[config.mk]
export PLATFORM = sky130hd
export DESIGN_NAME = alu_writeback_flat
export DESIGN_NICKNAME = d
export VERILOG_FILES = /design/src/rtl/alu_writeback_if.sv /design/src/rtl/alu_writeback.sv /design/src/flat_wrapper.sv
export SDC_FILE = /design/constraint.sdc
export NUM_CORES = 1
export LEC_CHECK = 0
export CAP_MARGIN = 15
export CORE_MARGIN = 5
export CORE_UTILIZATION = 49
export CTS_CLUSTER_DIAMETER = 40
export DETAILED_ROUTE_END_ITERATION = 10
export PLACE_DENSITY = 0.69
export RECOVER_POWER = 100
export SYNTH_ARGS = -nofsm -noshare
export SYNTH_HDL_FRONTEND = slang
export SYNTH_SLANG_ARGS = --single-unit
[constraint.sdc]
create_clock -name clk -period 7.7 [get_ports clk]
set_input_delay 2.31 -clock clk [delete_from_list [all_inputs] [get_ports clk]]
set_output_delay 2.31 -clock clk [all_outputs]
set_load 0.02 [all_outputs]
[src/rtl/alu_writeback_if.sv]
// Bus bundle between the ALU / load unit / operand fetch and the writeback block.
interface alu_writeback_if #(
    parameter int unsigned DATA_LEN     = 16,
    parameter int unsigned REG_ADDR_LEN = 3
);
    logic                    alu_valid;
    logic                    alu_ready;
    logic [DATA_LEN-1:0]     alu_out;
    logic                    alu_z;
    logic                    alu_z_en;
    logic [REG_ADDR_LEN-1:0] alu_dest;
    logic                    ld_valid;
    logic [REG_ADDR_LEN-1:0] ld_dest;
    logic [DATA_LEN-1:0]     ld_data;
    logic [REG_ADDR_LEN-1:0] rd_addr_a;
    logic [DATA_LEN-1:0]     rd_data_a;
    logic [REG_ADDR_LEN-1:0] rd_addr_b;
    logic [DATA_LEN-1:0]     rd_data_b;
    logic                    hazard_a;
    logic                    hazard_b;
    logic                    z_flag_q;
    logic                    pending;

    modport master (
        output alu_valid, alu_out, alu_z, alu_z_en, alu_dest,
        output ld_valid, ld_dest, ld_data, rd_addr_a, rd_addr_b,
        input  alu_ready, rd_data_a, rd_data_b, hazard_a, hazard_b, z_flag_q, pending
    );

    modport slave (
        input  alu_valid, alu_out, alu_z, alu_z_en, alu_dest,
        input  ld_valid, ld_dest, ld_data, rd_addr_a, rd_addr_b,
        output alu_ready, rd_data_a, rd_data_b, hazard_a, hazard_b, z_flag_q, pending
    );
endinterface

[src/rtl/alu_writeback.sv]
// ALU writeback: queues ALU results in a small FIFO and retires one per cycle into the
// register file; memory loads take the write port first. Holds the zero flag and reports
// read-after-write hazards against queued destinations.
module alu_writeback #(
    parameter int unsigned DATA_LEN     = 16,
    parameter int unsigned REG_ADDR_LEN = 3,
    parameter int unsigned DEPTH        = 4
) (
    input logic            clk,
    input logic            reset,
    alu_writeback_if.slave bus
);
    localparam int unsigned PTR_W     = $clog2(DEPTH);
    localparam int unsigned CNT_W     = PTR_W + 1;
    localparam int unsigned REG_COUNT = 2 ** REG_ADDR_LEN;

    logic [DATA_LEN-1:0]     regs_q      [REG_COUNT];
    logic [DATA_LEN-1:0]     fifo_data_q [DEPTH];
    logic                    fifo_z_q    [DEPTH];
    logic                    fifo_zen_q  [DEPTH];
    logic [REG_ADDR_LEN-1:0] fifo_dest_q [DEPTH];

    logic [PTR_W-1:0] head_q, head_d;
    logic [PTR_W-1:0] tail_q, tail_d;
    logic [CNT_W-1:0] count_q, count_d;
    logic             ready_q, ready_d;
    logic             pending_q, pending_d;
    logic             z_q;
    logic             push;
    logic             drain;

    // Handshake decode and next pointer/count state; ready looks only at occupancy.
    always_comb begin
        push    = bus.alu_valid && ready_q;
        drain   = (count_q != '0) && !bus.ld_valid;
        head_d  = drain ? head_q + PTR_W'(1) : head_q;
        tail_d  = push  ? tail_q + PTR_W'(1) : tail_q;
        count_d = count_q;
        if (push && !drain) begin
            count_d = count_q + CNT_W'(1);
        end else if (!push && drain) begin
            count_d = count_q - CNT_W'(1);
        end
        ready_d   = (count_d != CNT_W'(DEPTH));
        pending_d = (count_d != '0);
    end

    // FIFO storage, register file writes (load first, else retire head) and zero flag.
    always_ff @(posedge clk) begin
        if (!reset) begin
            for (int unsigned i = 0; i < REG_COUNT; i++) begin
                regs_q[i] <= '0;
            end
            for (int unsigned i = 0; i < DEPTH; i++) begin
                fifo_data_q[i] <= '0;
                fifo_z_q[i]    <= 1'b0;
                fifo_zen_q[i]  <= 1'b0;
                fifo_dest_q[i] <= '0;
            end
            head_q    <= '0;
            tail_q    <= '0;
            count_q   <= '0;
            ready_q   <= 1'b1;
            pending_q <= 1'b0;
            z_q       <= 1'b0;
        end else begin
            if (push) begin
                fifo_data_q[tail_q] <= bus.alu_out;
                fifo_z_q[tail_q]    <= bus.alu_z;
                fifo_zen_q[tail_q]  <= bus.alu_z_en;
                fifo_dest_q[tail_q] <= bus.alu_dest;
            end
            if (bus.ld_valid) begin
                regs_q[bus.ld_dest] <= bus.ld_data;
            end else if (drain) begin
                regs_q[fifo_dest_q[head_q]] <= fifo_data_q[head_q];
                if (fifo_zen_q[head_q]) begin
                    z_q <= fifo_z_q[head_q];
                end
            end
            head_q    <= head_d;
            tail_q    <= tail_d;
            count_q   <= count_d;
            ready_q   <= ready_d;
            pending_q <= pending_d;
        end
    end

    // Hazard scan: a slot is live when its distance from head is below the occupancy.
    always_comb begin
        logic [PTR_W-1:0] off;
        off          = '0;
        bus.hazard_a = 1'b0;
        bus.hazard_b = 1'b0;
        for (int unsigned s = 0; s < DEPTH; s++) begin
            off = PTR_W'(s) - head_q;
            if ({1'b0, off} < count_q) begin
                if (fifo_dest_q[s] == bus.rd_addr_a) begin
                    bus.hazard_a = 1'b1;
                end
                if (fifo_dest_q[s] == bus.rd_addr_b) begin
                    bus.hazard_b = 1'b1;
                end
            end
        end
    end

    // Read ports (no bypass) and registered status outputs.
    always_comb begin
        bus.rd_data_a = regs_q[bus.rd_addr_a];
        bus.rd_data_b = regs_q[bus.rd_addr_b];
        bus.alu_ready = ready_q;
        bus.pending   = pending_q;
        bus.z_flag_q  = z_q;
    end
endmodule

[src/flat_wrapper.sv]
// flat-port wrapper written by rule: the top's interface ports become plain ports
module alu_writeback_flat 
#(
    parameter int unsigned DATA_LEN     = 16,
    parameter int unsigned REG_ADDR_LEN = 3,
    parameter int unsigned DEPTH        = 4
)
  (clk, reset, bus_alu_valid, bus_alu_out, bus_alu_z, bus_alu_z_en, bus_alu_dest, bus_ld_valid, bus_ld_dest, bus_ld_data, bus_rd_addr_a, bus_rd_addr_b, bus_alu_ready, bus_rd_data_a, bus_rd_data_b, bus_hazard_a, bus_hazard_b, bus_z_flag_q, bus_pending);
  alu_writeback_if #(.DATA_LEN(DATA_LEN), .REG_ADDR_LEN(REG_ADDR_LEN)) bus_i ();
  input logic clk;
  input logic reset;
  input wire logic [$bits(bus_i.alu_valid)-1:0] bus_alu_valid;
  input wire logic [$bits(bus_i.alu_out)-1:0] bus_alu_out;
  input wire logic [$bits(bus_i.alu_z)-1:0] bus_alu_z;
  input wire logic [$bits(bus_i.alu_z_en)-1:0] bus_alu_z_en;
  input wire logic [$bits(bus_i.alu_dest)-1:0] bus_alu_dest;
  input wire logic [$bits(bus_i.ld_valid)-1:0] bus_ld_valid;
  input wire logic [$bits(bus_i.ld_dest)-1:0] bus_ld_dest;
  input wire logic [$bits(bus_i.ld_data)-1:0] bus_ld_data;
  input wire logic [$bits(bus_i.rd_addr_a)-1:0] bus_rd_addr_a;
  input wire logic [$bits(bus_i.rd_addr_b)-1:0] bus_rd_addr_b;
  output wire logic [$bits(bus_i.alu_ready)-1:0] bus_alu_ready;
  output wire logic [$bits(bus_i.rd_data_a)-1:0] bus_rd_data_a;
  output wire logic [$bits(bus_i.rd_data_b)-1:0] bus_rd_data_b;
  output wire logic [$bits(bus_i.hazard_a)-1:0] bus_hazard_a;
  output wire logic [$bits(bus_i.hazard_b)-1:0] bus_hazard_b;
  output wire logic [$bits(bus_i.z_flag_q)-1:0] bus_z_flag_q;
  output wire logic [$bits(bus_i.pending)-1:0] bus_pending;
  assign bus_i.alu_valid = bus_alu_valid;
  assign bus_i.alu_out = bus_alu_out;
  assign bus_i.alu_z = bus_alu_z;
  assign bus_i.alu_z_en = bus_alu_z_en;
  assign bus_i.alu_dest = bus_alu_dest;
  assign bus_i.ld_valid = bus_ld_valid;
  assign bus_i.ld_dest = bus_ld_dest;
  assign bus_i.ld_data = bus_ld_data;
  assign bus_i.rd_addr_a = bus_rd_addr_a;
  assign bus_i.rd_addr_b = bus_rd_addr_b;
  assign bus_alu_ready = bus_i.alu_ready;
  assign bus_rd_data_a = bus_i.rd_data_a;
  assign bus_rd_data_b = bus_i.rd_data_b;
  assign bus_hazard_a = bus_i.hazard_a;
  assign bus_hazard_b = bus_i.hazard_b;
  assign bus_z_flag_q = bus_i.z_flag_q;
  assign bus_pending = bus_i.pending;
  alu_writeback #(.DATA_LEN(DATA_LEN), .REG_ADDR_LEN(REG_ADDR_LEN), .DEPTH(DEPTH)) u_core (.clk(clk), .reset(reset), .bus(bus_i));
endmodule
==> metrics.yaml <==
die:
  die_height_um: 166
  io_pins: 87
  dieArea_um2: 27500
  die_w_um: 166
  start_util_pct: 49.4
  rows: 57
  coreArea_um2: 24100
logic_synthesis:
  async_flop_share_pct: 0
  synth_nets: 887
  yosys-top-cells-count: "edfxtp_1, nor3_1, mux4_2"
  yosys.cell_types.count: 57
  yosysSeqAreaShare_pct: 55.0
  netlist.top_cell.by_area: "edfxtp_1"
  synth_area_um2: 11900
  synth-seq-cells: 224
  synth_edf_count: 206
  ys_warn_count: 0
  synth_top_area_share_pct: 52.0
  ys_top_cells_by_area: "edfxtp_1, mux4_2, nor3_1"
  avgSynthCellArea_um2: 14.3
  synth_flop_cell: "edfxtp_1"
  postSynthCellCount: 830
  yosysMostFrequentCell: "edfxtp_1"
run_status:
  violations: "capacitance limit, slew limit"
  outcome: "finished, violations left"
timing:
  period_needed_ps: 7130
  period_share_pct: 92.5
  relSlewSlack_pct: -40.7
  finClkSkew_ps: 13.4
  setup_tns_ps: 0
  finalSetupViolations: 0
  clock.fmax_mhz: 140
  rsz0062_at_grt: "false"
  tightest_slew_ps: 2110
  final-max-slew-violation-count: 93
  hold_violations: 0
global_route:
  grt_max_degree: 66
  grt_pass1_vias: 7708
  grt.total_usage_pct: 20.2
  top_usage_layer: "met2"
  use_met1_pct: 26.5
  grt_pass1_wl_um: 43700
  gr-usage-met2_pct: 35.7
  overflow: 0
  antenna_found_initial: 0
  met3_usage_pct: 2.79
place:
  gp_congestion: 0.843
  io_buffers: 86
  hpwl_um: 17200
flow_run:
  max-cap-violations: 2
clocking:
  cts_resized: 0
  clk_path_buf_depth: 3
  cts.clk_slew.worst_paths_ps: 60
  numCtsBuffers: 31
  htree_levels: 1
  cts_tree: "done"
  cts_root_buffer: "clkbuf_16"
  cts_sinks: 224
  cts_setup_buffers: 0
  cts_hold_buf: 0
  insertion_delay_ps: 550
worst_hold_path:
  hold_depth: 2
  hold_end: "u_core.fifo_z_q[1]"
  hp-class: "flop to flop"
  worstHoldStart: "u_core.fifo_z_q[1]"
detailed_routing:
  first_pass_iters: 5
  drc: 0
  via_per_inst: 5.82
  wire_per_inst_um: 22.3
  ant_nets: 0
  drtIter0Drc: 581
  vias: 7290
  drt-total-wl_um: 27900
worst_setup_path:
  cp-start-kind: "primary input"
  arrival_ps: 4820
  r2r_start: "u_core.count_q[0]"
  critPathCaptureType: "primary output"
  critical_path_class: "primary input to primary output"
  critPathMaxStageDelay_ps: 940
  ff2ff_path_depth: 9
  cpMaxStageDelayCell: "clkbuf_1"
  worstPathCellList: "clkbuf_1, buf_4, mux4_2, mux2_2, clkdlybuf4s50_1"
  cp.required_ps: 5390
  critPathMaxFanout: 18
  r2r-end: "u_core.regs_q[6][3]"
  r2r_setup_slack_ps: 3050
final_layout:
  finish.net_count: 963
  multi_input_area_um2: 4720
  drive_gt1_share_pct: 24.7
  fin_util_pct: 57.1
  diodes: 0
  fillers: 2000
  seq_area_um2: 6550
  area_growth_pct: 15.7
power_and_ir_drop:
  p_leak_nw: 4.92
  power_density_nw_per_um2: 288
  irDropWorstVdd_mv: 0.201
==> routing by layer <==
layer | vias to the layer above | share of wire (%)
li1 | 3333 | -
met1 | 3668 | 40
met2 | 249 | 51
met3 | 40 | 6.4
met4 | 0 | 1.9
met5 | - | 0
==> worst max-delay path by stage <==
stage                           from                end  slack (ps)
global placement    bus_rd_addr_b[2]       bus_hazard_b        1050
floorplan           bus_rd_addr_a[0]   bus_rd_data_a[0]        1700
detailed placement  bus_rd_addr_b[2]       bus_hazard_b        1050
CTS                 bus_rd_addr_b[2]       bus_hazard_b        1040
finish              bus_rd_addr_b[1]  bus_rd_data_b[12]         570
global route        bus_rd_addr_b[1]  bus_rd_data_b[13]         500
==> cell families after synthesis <==
family                   Yosys count  share of synthesized area (%)
flip-flops                       224                           55.0
buffers and inverters             97                           4.36
multiplexers                     135                           21.3
AND/OR/NAND/NOR                  289                           13.7
adder cells (fa/ha/maj)            7                          0.736
AO/OA/AOI/OAI                     47                           2.60
XOR/XNOR                          31                           2.28
==> flip-flops by register name, indices dropped and copies added (netlist names), named ones only <==
name,count
u_core.bus.z_flag_q,1
u_core.bus.pending,1
u_core.count_q,3
u_core.regs_q,128
u_core.bus.alu_ready,1
u_core.fifo_data_q,64
u_core.fifo_dest_q,12
u_core.fifo_zen_q,4
u_core.fifo_z_q,4
u_core.head_q,2
u_core.tail_q,2
==> worst max-delay path: cells and delay by family <==
kind / cells / cell delay (ps)
buf+inv: 3 / 1860
mux: 2 / 640
==> metrics by stage <==
step	total power [mW]	hold WS (ps)	cells	instance area [µm²]	setup slack [ps]
after detailed placement	2.70	448	1197	13000	1050
final	3.96	459	1252	13800	574
after floorplan	2.39	420	830	11900	1700
after global placement	2.68	435	1197	13000	1050
after CTS	4.05	462	1252	14000	1040
after global routing	4.14	489	1252	13800	499
==> layout make-up <==
| type | instances | share of cell area, % |
|---|---|---|
| repair buffers | 112 | 7.33 |
| inverters | 28 | 0.763 |
| clock inverters | 22 | 1.43 |
| flip-flops and latches | 224 | 47.5 |
| clock buffers | 33 | 5.69 |
| multi-input cells | 509 | 34.3 |
| well taps | 324 | 2.94 |
==> where the power goes <==
| part | internal (mW) | total [mW] | switching [mW] | leakage, nW |
|---|---|---|---|---|
| combinational | 0.415 | 1.01 | 0.598 | 2.14 |
| clock | 0.785 | 1.34 | 0.556 | 0.474 |
| sequential | 1.52 | 1.61 | 0.0863 | 2.30 |
| total | 2.72 | 3.96 | 1.24 | 4.92 |
==> layout by cell type (no fill, tap or decap), drive strengths merged, types with 4 or more instances in the layout <==
cell type and instances:
a21oi 9, a31oi 4, and2 27, and3 5, buf 15, clkbuf 48
clkdlybuf4s50 58, clkinv 8, clkinvlp 4, dfxtp 18, dlygate4sd3 24, edfxtp 206
ha 7, inv 37, mux2 32, mux2i 19, mux4 84, nand2 41
nand2b 5, nand3 5, nor2 53, nor2b 11, nor3 131, o21ai 18
xnor2 15, xor2 16
Power figures use the tool's default switching activity.
